<file path="src/rtl/fp32_add_unit.sv">
// Multi-cycle binary32 adder/subtractor with a round-to-nearest-even rounding mode.
// Subnormal operands read as zero, and subnormal results flush to zero.
module fp32_add_unit #(
  parameter int N = 32
) (
  input  logic         clk,
  input  logic         rst,
  input  logic         in_valid_i,
  output logic         in_ready_o,
  input  logic [N-1:0] a_i,
  input  logic [N-1:0] b_i,
  input  logic         sub_i,
  output logic         out_valid_o,
  input  logic         out_ready_i,
  output logic [N-1:0] result_o,
  output logic [3:0]   flags_o
);

  if (N != 32) begin : g_bad_width
    $error("fp32_add_unit supports only N = 32");
  end

  typedef enum logic [2:0] {IDLE, ALIGN, ADD, NORM, ROUND, DONE} state_t;

  state_t            state_q, state_d;
  logic [N-1:0]      a_q, a_d, b_q, b_d;
  logic              sub_q, sub_d;
  logic              sign_q, sign_d;
  logic              zneg_q, zneg_d;
  logic              esub_q, esub_d;
  logic [7:0]        ex_q, ex_d;
  logic [26:0]       mx_q, mx_d, my_q, my_d;
  logic              spec_q, spec_d;
  logic [31:0]       spec_res_q, spec_res_d;
  logic [3:0]        spec_flags_q, spec_flags_d;
  logic [27:0]       sum_q, sum_d;
  logic signed [9:0] nexp_q, nexp_d;
  logic [26:0]       nsig_q, nsig_d;
  logic              nzero_q, nzero_d;
  logic              out_valid_q, out_valid_d;
  logic [31:0]       result_q, result_d;
  logic [3:0]        flags_q, flags_d;

  logic        sa, sb, za, zb, a_nan, b_nan, a_inf, b_inf, swap;
  logic        spec_hit;
  logic [31:0] spec_val;
  logic [3:0]  spec_flg;
  logic [7:0]  ea, eb, diff;
  logic [26:0] siga, sigb, sigy, shifted, lost_mask, aligned_y;

  // Magnitude keys zero the subnormals so the swap compares DAZ values.
  always_comb begin
    ea        = a_q[30:23];
    eb        = b_q[30:23];
    sa        = a_q[31];
    sb        = b_q[31] ^ sub_q;
    za        = (ea == 8'd0);
    zb        = (eb == 8'd0);
    a_nan     = (ea == 8'hFF) && (a_q[22:0] != 23'd0);
    b_nan     = (eb == 8'hFF) && (b_q[22:0] != 23'd0);
    a_inf     = (ea == 8'hFF) && (a_q[22:0] == 23'd0);
    b_inf     = (eb == 8'hFF) && (b_q[22:0] == 23'd0);
    siga      = za ? 27'd0 : {1'b1, a_q[22:0], 3'b000};
    sigb      = zb ? 27'd0 : {1'b1, b_q[22:0], 3'b000};
    swap      = (zb ? 31'd0 : b_q[30:0]) > (za ? 31'd0 : a_q[30:0]);
    diff      = swap ? (eb - ea) : (ea - eb);
    sigy      = swap ? siga : sigb;
    lost_mask = (27'd1 << diff) - 27'd1;
    shifted   = sigy >> diff;
    if (diff >= 8'd27)
      aligned_y = {26'd0, |sigy};
    else
      aligned_y = {shifted[26:1], shifted[0] | (|(sigy & lost_mask))};

    spec_hit = 1'b1;
    spec_val = 32'h7FC00000;
    spec_flg = 4'b0000;
    if (a_nan || b_nan)
      spec_flg = {(a_nan && !a_q[22]) || (b_nan && !b_q[22]), 3'b000};
    else if (a_inf && b_inf && (sa != sb))
      spec_flg = 4'b1000;
    else if (a_inf)
      spec_val = {sa, 8'hFF, 23'd0};
    else if (b_inf)
      spec_val = {sb, 8'hFF, 23'd0};
    else
      spec_hit = 1'b0;
  end

  logic [4:0] lzc;

  always_comb begin
    lzc = 5'd27;
    for (int i = 0; i < 27; i++)
      if (sum_q[i]) lzc = 5'(26 - i);
  end

  logic              rinc, nx;
  logic [24:0]       rmant;
  logic signed [9:0] rexp;

  always_comb begin
    nx    = |nsig_q[2:0];
    rinc  = nsig_q[2] & (nsig_q[1] | nsig_q[0] | nsig_q[3]);
    rmant = {1'b0, nsig_q[26:3]} + {24'd0, rinc};
    rexp  = nexp_q + (rmant[24] ? 10'sd1 : 10'sd0);
  end

  always_comb begin
    state_d      = state_q;
    a_d          = a_q;
    b_d          = b_q;
    sub_d        = sub_q;
    sign_d       = sign_q;
    zneg_d       = zneg_q;
    esub_d       = esub_q;
    ex_d         = ex_q;
    mx_d         = mx_q;
    my_d         = my_q;
    spec_d       = spec_q;
    spec_res_d   = spec_res_q;
    spec_flags_d = spec_flags_q;
    sum_d        = sum_q;
    nexp_d       = nexp_q;
    nsig_d       = nsig_q;
    nzero_d      = nzero_q;
    out_valid_d  = out_valid_q;
    result_d     = result_q;
    flags_d      = flags_q;
    case (state_q)
      IDLE: begin
        if (in_valid_i) begin
          a_d     = a_i;
          b_d     = b_i;
          sub_d   = sub_i;
          state_d = ALIGN;
        end
      end
      ALIGN: begin
        sign_d       = swap ? sb : sa;
        zneg_d       = sa & sb & za & zb;
        esub_d       = sa ^ sb;
        ex_d         = swap ? eb : ea;
        mx_d         = swap ? sigb : siga;
        my_d         = aligned_y;
        spec_d       = spec_hit;
        spec_res_d   = spec_val;
        spec_flags_d = spec_flg;
        state_d      = ADD;
      end
      ADD: begin
        sum_d   = esub_q ? ({1'b0, mx_q} - {1'b0, my_q}) : ({1'b0, mx_q} + {1'b0, my_q});
        state_d = NORM;
      end
      NORM: begin
        nzero_d = (sum_q == 28'd0);
        if (sum_q[27]) begin
          nsig_d = {sum_q[27:2], sum_q[1] | sum_q[0]};
          nexp_d = $signed({2'b00, ex_q}) + 10'sd1;
        end else begin
          nsig_d = sum_q[26:0] << lzc;
          nexp_d = $signed({2'b00, ex_q}) - $signed({5'd0, lzc});
        end
        state_d = ROUND;
      end
      ROUND: begin
        out_valid_d = 1'b1;
        state_d     = DONE;
        if (spec_q) begin
          result_d = spec_res_q;
          flags_d  = spec_flags_q;
        end else if (nzero_q) begin
          result_d = {zneg_q, 31'd0};
          flags_d  = 4'b0000;
        end else if (nexp_q <= 10'sd0) begin
          result_d = {sign_q, 31'd0};
          flags_d  = 4'b0011;
        end else if (rexp >= 10'sd255) begin
          result_d = {sign_q, 8'hFF, 23'd0};
          flags_d  = 4'b0101;
        end else begin
          result_d = {sign_q, rexp[7:0], rmant[24] ? rmant[23:1] : rmant[22:0]};
          flags_d  = {3'b000, nx};
        end
      end
      DONE: begin
        if (out_ready_i) begin
          out_valid_d = 1'b0;
          result_d    = 32'd0;
          flags_d     = 4'b0000;
          state_d     = IDLE;
        end
      end
      default: state_d = IDLE;
    endcase
  end

  always_ff @(posedge clk or posedge rst) begin
    if (rst) begin
      state_q      <= IDLE;
      a_q          <= '0;
      b_q          <= '0;
      sub_q        <= 1'b0;
      sign_q       <= 1'b0;
      zneg_q       <= 1'b0;
      esub_q       <= 1'b0;
      ex_q         <= 8'd0;
      mx_q         <= 27'd0;
      my_q         <= 27'd0;
      spec_q       <= 1'b0;
      spec_res_q   <= 32'd0;
      spec_flags_q <= 4'd0;
      sum_q        <= 28'd0;
      nexp_q       <= 10'sd0;
      nsig_q       <= 27'd0;
      nzero_q      <= 1'b0;
      out_valid_q  <= 1'b0;
      result_q     <= 32'd0;
      flags_q      <= 4'd0;
    end else begin
      state_q      <= state_d;
      a_q          <= a_d;
      b_q          <= b_d;
      sub_q        <= sub_d;
      sign_q       <= sign_d;
      zneg_q       <= zneg_d;
      esub_q       <= esub_d;
      ex_q         <= ex_d;
      mx_q         <= mx_d;
      my_q         <= my_d;
      spec_q       <= spec_d;
      spec_res_q   <= spec_res_d;
      spec_flags_q <= spec_flags_d;
      sum_q        <= sum_d;
      nexp_q       <= nexp_d;
      nsig_q       <= nsig_d;
      nzero_q      <= nzero_d;
      out_valid_q  <= out_valid_d;
      result_q     <= result_d;
      flags_q      <= flags_d;
    end
  end

  assign in_ready_o  = (state_q == IDLE) && !rst;
  assign out_valid_o = out_valid_q;
  assign result_o    = result_q;
  assign flags_o     = flags_q;

endmodule

</file>
<file path="config.mk">
export PLATFORM = sky130hd
export DESIGN_NAME = fp32_add_unit
export DESIGN_NICKNAME = d
export VERILOG_FILES = /design/src/rtl/fp32_add_unit.sv
export SDC_FILE = /design/constraint.sdc
export NUM_CORES = 1
export LEC_CHECK = 0
export ABC_CLOCK_PERIOD_IN_PS = 11700
export BUFFER_PORTS_ARGS = -buffer_cell sky130_fd_sc_hd__buf_2
export CAP_MARGIN = 25
export CORE_ASPECT_RATIO = 0.6
export CORE_MARGIN = 2
export CORE_UTILIZATION = 40
export DETAILED_ROUTE_END_ITERATION = 10
export GPL_TIMING_DRIVEN = 1
export HOLD_SLACK_MARGIN = 0.05
export MAX_ROUTING_LAYER = met4
export PLACE_DENSITY_LB_ADDON = 0.12
export SYNTH_ARGS = -nofsm -noshare
export SYNTH_HDL_FRONTEND = slang
export SYNTH_SLANG_ARGS = --single-unit
</file>
<file path="constraint.sdc">
create_clock -name clk -period 11.7 [get_ports clk]
set_clock_uncertainty 0.05 [all_clocks]
set_input_delay 2.34 -clock clk [delete_from_list [all_inputs] [get_ports clk]]
set_output_delay 2.34 -clock clk [all_outputs]
set_load 0.01 [all_outputs]
</file>
# --- Yosys cells after proc, flatten, opt, wreduce, memory -nomap -nowiden ---
# Index checks and enable logic that the tools add are counted.
classes:
  muxes: 69
  eq_ne: 10
  n_reduce_logical: 29
  order_cmp: 4
  shifts: 3
  bitwise_logic: 11
  add_sub_neg: 9
ops:
  columns: ["op", "n"]
  rows:
  - ["$mux W32", 7]
  - ["$mux W27", 6]
  - ["$mux W5", 26]
  - ["$mux W31", 4]
  - ["$pmux W32 S2", 1]
  - ["$reduce_or A27 Y1", 2]
  - ["$logic_not A23 Y1", 2]
  - ["$reduce_bool A23 Y1", 2]
  - ["$gt A31 B31 Y1", 1]
  - ["$add A27 B27 Y28", 1]
  - ["$logic_not A28 Y1", 1]
  - ["$mux W28", 1]
  - ["$sub A27 B27 Y28", 1]
  - ["$and A27 B27 Y27", 1]
  - ["$shl A1 B8 Y27 const A", 1]
  - ["$shl A27 B5 Y27", 1]
  - ["$shr A27 B8 Y27", 1]
  - ["$sub A27 B1 Y27 const B", 1]
  - ["$add A24 B1 Y25", 1]
  - ["$mux W23", 1]
  - ["$pmux W3 S6", 1]
  - ["$eq A8 B8 Y1 const B", 2]
  - ["$logic_not A8 Y1", 2]
  - ["$mux W4", 4]
  - ["other kinds (28)", 64]
word_totals:
  out_inout_bits: 38
  word_cells: 155
  input_bits: 69
  regBits: 273

# --- Logic depth before layout (Yosys ltp) ---
depth:
  depth_word: 29
  depth_mapped: 23
  mapped_depth_nobuf: 21

# --- Worst setup path before layout ---
# Ideal clock, no wire load.
synth_timing:
  path_kind: "input to output"
  start: "input port rst"
  end: "output port in_ready_o"
  arrival_ns: 2.693
  path_buffers: 0
  cell_stages: 1
  path_slack_ns: 6.617
  required_ns: 9.310
  cell_sequence: "nor4_1"
synth_via:
  elab_chain_cells: 2
synth_rtl:
  columns: ["item", "line_no", "rtl"]
  rows:
  - ["start: declaration", "7", "input logic rst,"]
  - ["$logic_not A1 Y1", "244", "assign in_ready_o = (state_q == IDLE) && !rst;"]
  - ["$logic_and A1 B1 Y1", "244", null]
  - ["end: declaration", "9", "output logic in_ready_o,"]
# No other way between the ends.

# --- Worst setup path in the final report ---
layout_timing:
  start: "register b_q[27]"
  end: "register my_q[3]"
layout_via:
  elab_chain_cells: 6
  word_cells_on_any_way: 11
  classes_between: "add/sub: 2; order compare: 2; shift: 1; mux: 5; reduce/logical: 1"
layout_rtl:
  columns: ["item", "line_no", "rtl"]
  rows:
  - ["start: declaration", "26", "logic [N-1:0] a_q, a_d, b_q, b_d;"]
  - ["start signal: assignment", "202", "b_q <= '0;"]
  - ["start signal: assignment", "223", "b_q <= b_d;"]
  - ["$logic_not A8 Y1", "58", "zb = (eb == 8'd0);"]
  - ["$mux W31", "65", "swap = (zb ? 31'd0 : b_q[30:0]) > (za ? 31'd0 : a_q[30:0]);"]
  - ["$gt A31 B31 Y1", "65", null]
  - ["$mux W27 or $mux W8 (tied branches)", "67, 66", null]
  - ["$shr A27 B8 Y27 or $ge A8 B5 Y1 (tied branches)", "69, 70", null]
  - ["$mux W27 *", "70", "if (diff >= 8'd27)"]
  - ["end signal: assignment", "230", "my_q <= my_d;"]
  - ["end: declaration", "32", "logic [26:0] mx_q, mx_d, my_q, my_d;"]
# Mark *: on every way between the ends. The rest lies on a longest branch, timed or not.
# A chain may end at the register's enable or synchronous reset.

==> flow_summary_export.csv <==
group,metric,value,unit
outcome,status,"completed",
route,drcViolationCount,0,
die,rows,59,
grt,grt_overflow,0,
synthesis,synthesis.nets,2339,
route,wl_per_cell,23.2,µm
clock_tree,cts.sinks,238,
die,core_area,0.0436,mm²
synthesis,synth_top_area_cell,"dfrtp_1",
clock_tree,hold_buffers,0,
timing,hold_viol_final,0,
clock_tree,post_cts_buffers,0,
timing,finalCriticalPeriod,7.18,ns
route,vias,17000,
synthesis,synth_edf_count,0,
clock_tree,htree_levels,1,
clock_tree,clk_latency,0.57,ns
synthesis,yosys_warnings,0,
route,ant_nets,0,
synthesis,yosysMostFrequentCell,"nand2_1",
grt,grt_pass1_vias,15900,
worst_setup_path,crit_arrival,7.63,ns
placement,dp_hpwl,50400,µm
clock_tree,cts-resized-gates,0,
die,initial_core_util,40.8,%
die,boundaryPins,107,
grt,antenna_found_initial,3,
route,drt_pass1_iterations,5,
synthesis,synthCells,2187,
cells_and_area,final_nets,2368,
synthesis,yosys_register_bits,238,
placement,gp_congestion,1.02,
job,cap_violations,0,
die,dieArea,0.0463,mm²
grt,grt_start_max_net_pins,121,
synthesis,synth_area_leaders,"dfrtp_1 33%, nand2_1 6.6%, ha_1 5.6%",
worst_setup_path,end_kind,"register",
synthesis,synth_commonest_cells,"313 x nand2_1, 238 x dfrtp_1, 190 x o21ai_0",
worst_setup_path,required,12.14,ns
worst_setup_path,path_max_fanout,49,
cells_and_area,area.growth.synth_to_final,11.4,%
synthesis,synth.avg_cell_area,8.15,µm²
timing,slew_violations,0,
timing,setup_tns,0,ns
timing,setup_viol,0,
hold_path,hp-class,"reg2reg",
synthesis,ys_seq_area_share,33.4,%
timing,slew_headroom,33.7,%
synthesis,synth-main-ff-cell,"dfrtp_1",
synthesis,syn_area,0.0178,mm²
timing,min_period_over_period,61.4,%
synthesis,synth.distinct_cells,83,
worst_setup_path,critPathKind,"reg2reg",
route,drtIter0Drc,1924,
die,die_x,276,µm
clock_tree,numCtsBuffers,27,
timing,rsz0062_at_grt,"no",
synthesis,synth_top_area_share,33.4,%
synthesis,async_flop_share,100,%
die,die_y,167,µm
route,wirelength,65500,µm
cells_and_area,drive_above_1_share,12.5,%
worst_setup_path,cp-start-kind,"register",
clock_tree,cts_root_buf,"clkbuf_16",
clock_tree,clockBufferDepth,3,
grt,grtUsageTotal,28.8,%
route,vias_per_cell,6.01,
timing,worst_pin_slew,0.992,ns
clock_tree,clkTransAtPathRegs,0.06,ns
clock_tree,cts_tree,"done",
grt,grt_pass1_wl,100000,µm
timing,max_freq,139,MHz
placement,io_buffers,106,
==> cell usage in the layout (no fill, tap or decap), drive strengths merged, types with 8 or more instances in the layout <==
master	netlist	final
o22ai	16	16
a21boi	11	11
nand3	53	53
mux2i	99	99
o21ai	198	198
o221ai	13	13
nand2	313	313
inv	84	85
a22o	17	17
a21oi	148	148
clkbuf	101	37
a221oi	18	18
or3	19	19
o211ai	14	14
nor4	32	32
buf	40	140
nand4	24	24
a22oi	13	13
ha	80	80
a31oi	32	32
a21o	21	21
dfrtp	238	238
xnor2	59	59
nor2	178	178
and2	30	30
xor2	25	25
and3	10	10
a211oi	13	13
o21a	18	18
nand2b	15	15
o31ai	17	17
mux2	66	66
nand3b	8	8
nor3	55	55
==> registers in the layout (all words and copies together) (netlist names), 4 cells and up <==
name and flops:
mx_q 24, nexp_q 10, ex_q 8, flags_o 4, sum_q 28, a_q 32
nsig_q 27, my_q 27, b_q 32, result_o 32
==> per-layer routing <==
| metal | global-route usage [%] | up-vias | part of all wire, % |
|---|---|---|---|
| met4 | 4.37 | 0 | 1.3 |
| met5 | - | - | 0 |
| met2 | 35.1 | 720 | 36 |
| met3 | 10.0 | 64 | 11 |
| li1 | - | 7953 | - |
| met1 | 44.6 | 8225 | 51 |
==> cells by family (layout without fill, tap and decap cells) <==
logic type,after synthesis,after routing,synth area share [%]
adder cells (fa/ha/maj),83,83,5.96
XOR/XNOR,84,84,4.17
AO/OA/AOI/OAI,617,617,21.9
AND/OR/NAND/NOR,774,774,19.9
multiplexers,165,165,9.75
flip-flops,238,238,33.4
other,0,4,0
buffers and inverters,226,276,4.90
==> metrics by stage <==
step                      area [µm²]  util (%)  hold WS, ns  cells  setup WS, ns
after floorplan                17800         -        0.385   2187          2.78
after global placement         18800      43.1        0.398   2763          4.84
after detailed placement       18800      43.1        0.402   2764          4.71
after CTS                      19800      45.4        0.416   2814          4.69
after global routing           19800      45.5        0.428   2820          4.16
final                          19800      45.5        0.411   2820          4.52
==> worst max-delay path, stage by stage (launching register included) <==
cell and delay, ns:
dfrtp_1 0.45, or4_1 0.57, or2_2 0.56, nand2_1 0.22, inv_1 0.11, ha_1 0.31
nand4_1 0.22, nor4_1 0.83, o31ai_1 0.21, and4_1 0.30, nor2_4 0.77, buf_4 0.60
mux2i_1 0.64, a22oi_1 0.32, mux2_2 0.36, mux2i_1 0.28, a21oi_1 0.11, o21ai_1 0.16
==> worst paths after layout <==
check | start | to | slack (ns) | cells after the start
max | b_q[27] | my_q[3] | 4.52 | 17
min | result_o[6] | result_o[6] | 0.41 | 2
max reg2reg | b_q[27] | my_q[3] | 4.52 | 17
min reg2reg | result_o[6] | result_o[6] | 0.41 | 2
max in group asynchronous | rst | b_q[5] | 8.28 | 3
min in group asynchronous | rst | result_o[9] | 1.95 | 2
==> cell type report <==
type	instances	area (µm²)
Antenna cell	4	10.0
Clock buffer	37	793
Clock inverter	13	199
Fill cell	4407	23800
Inverter	85	327
Multi-Input combinational cell	1723	11000
Sequential cell	238	5960
Tap cell	579	724
Timing Repair Buffer	141	816
Power is left out: the tool's default activity adds up to more than one toggle a clock period on the data nets, which glitch-free logic cannot reach.
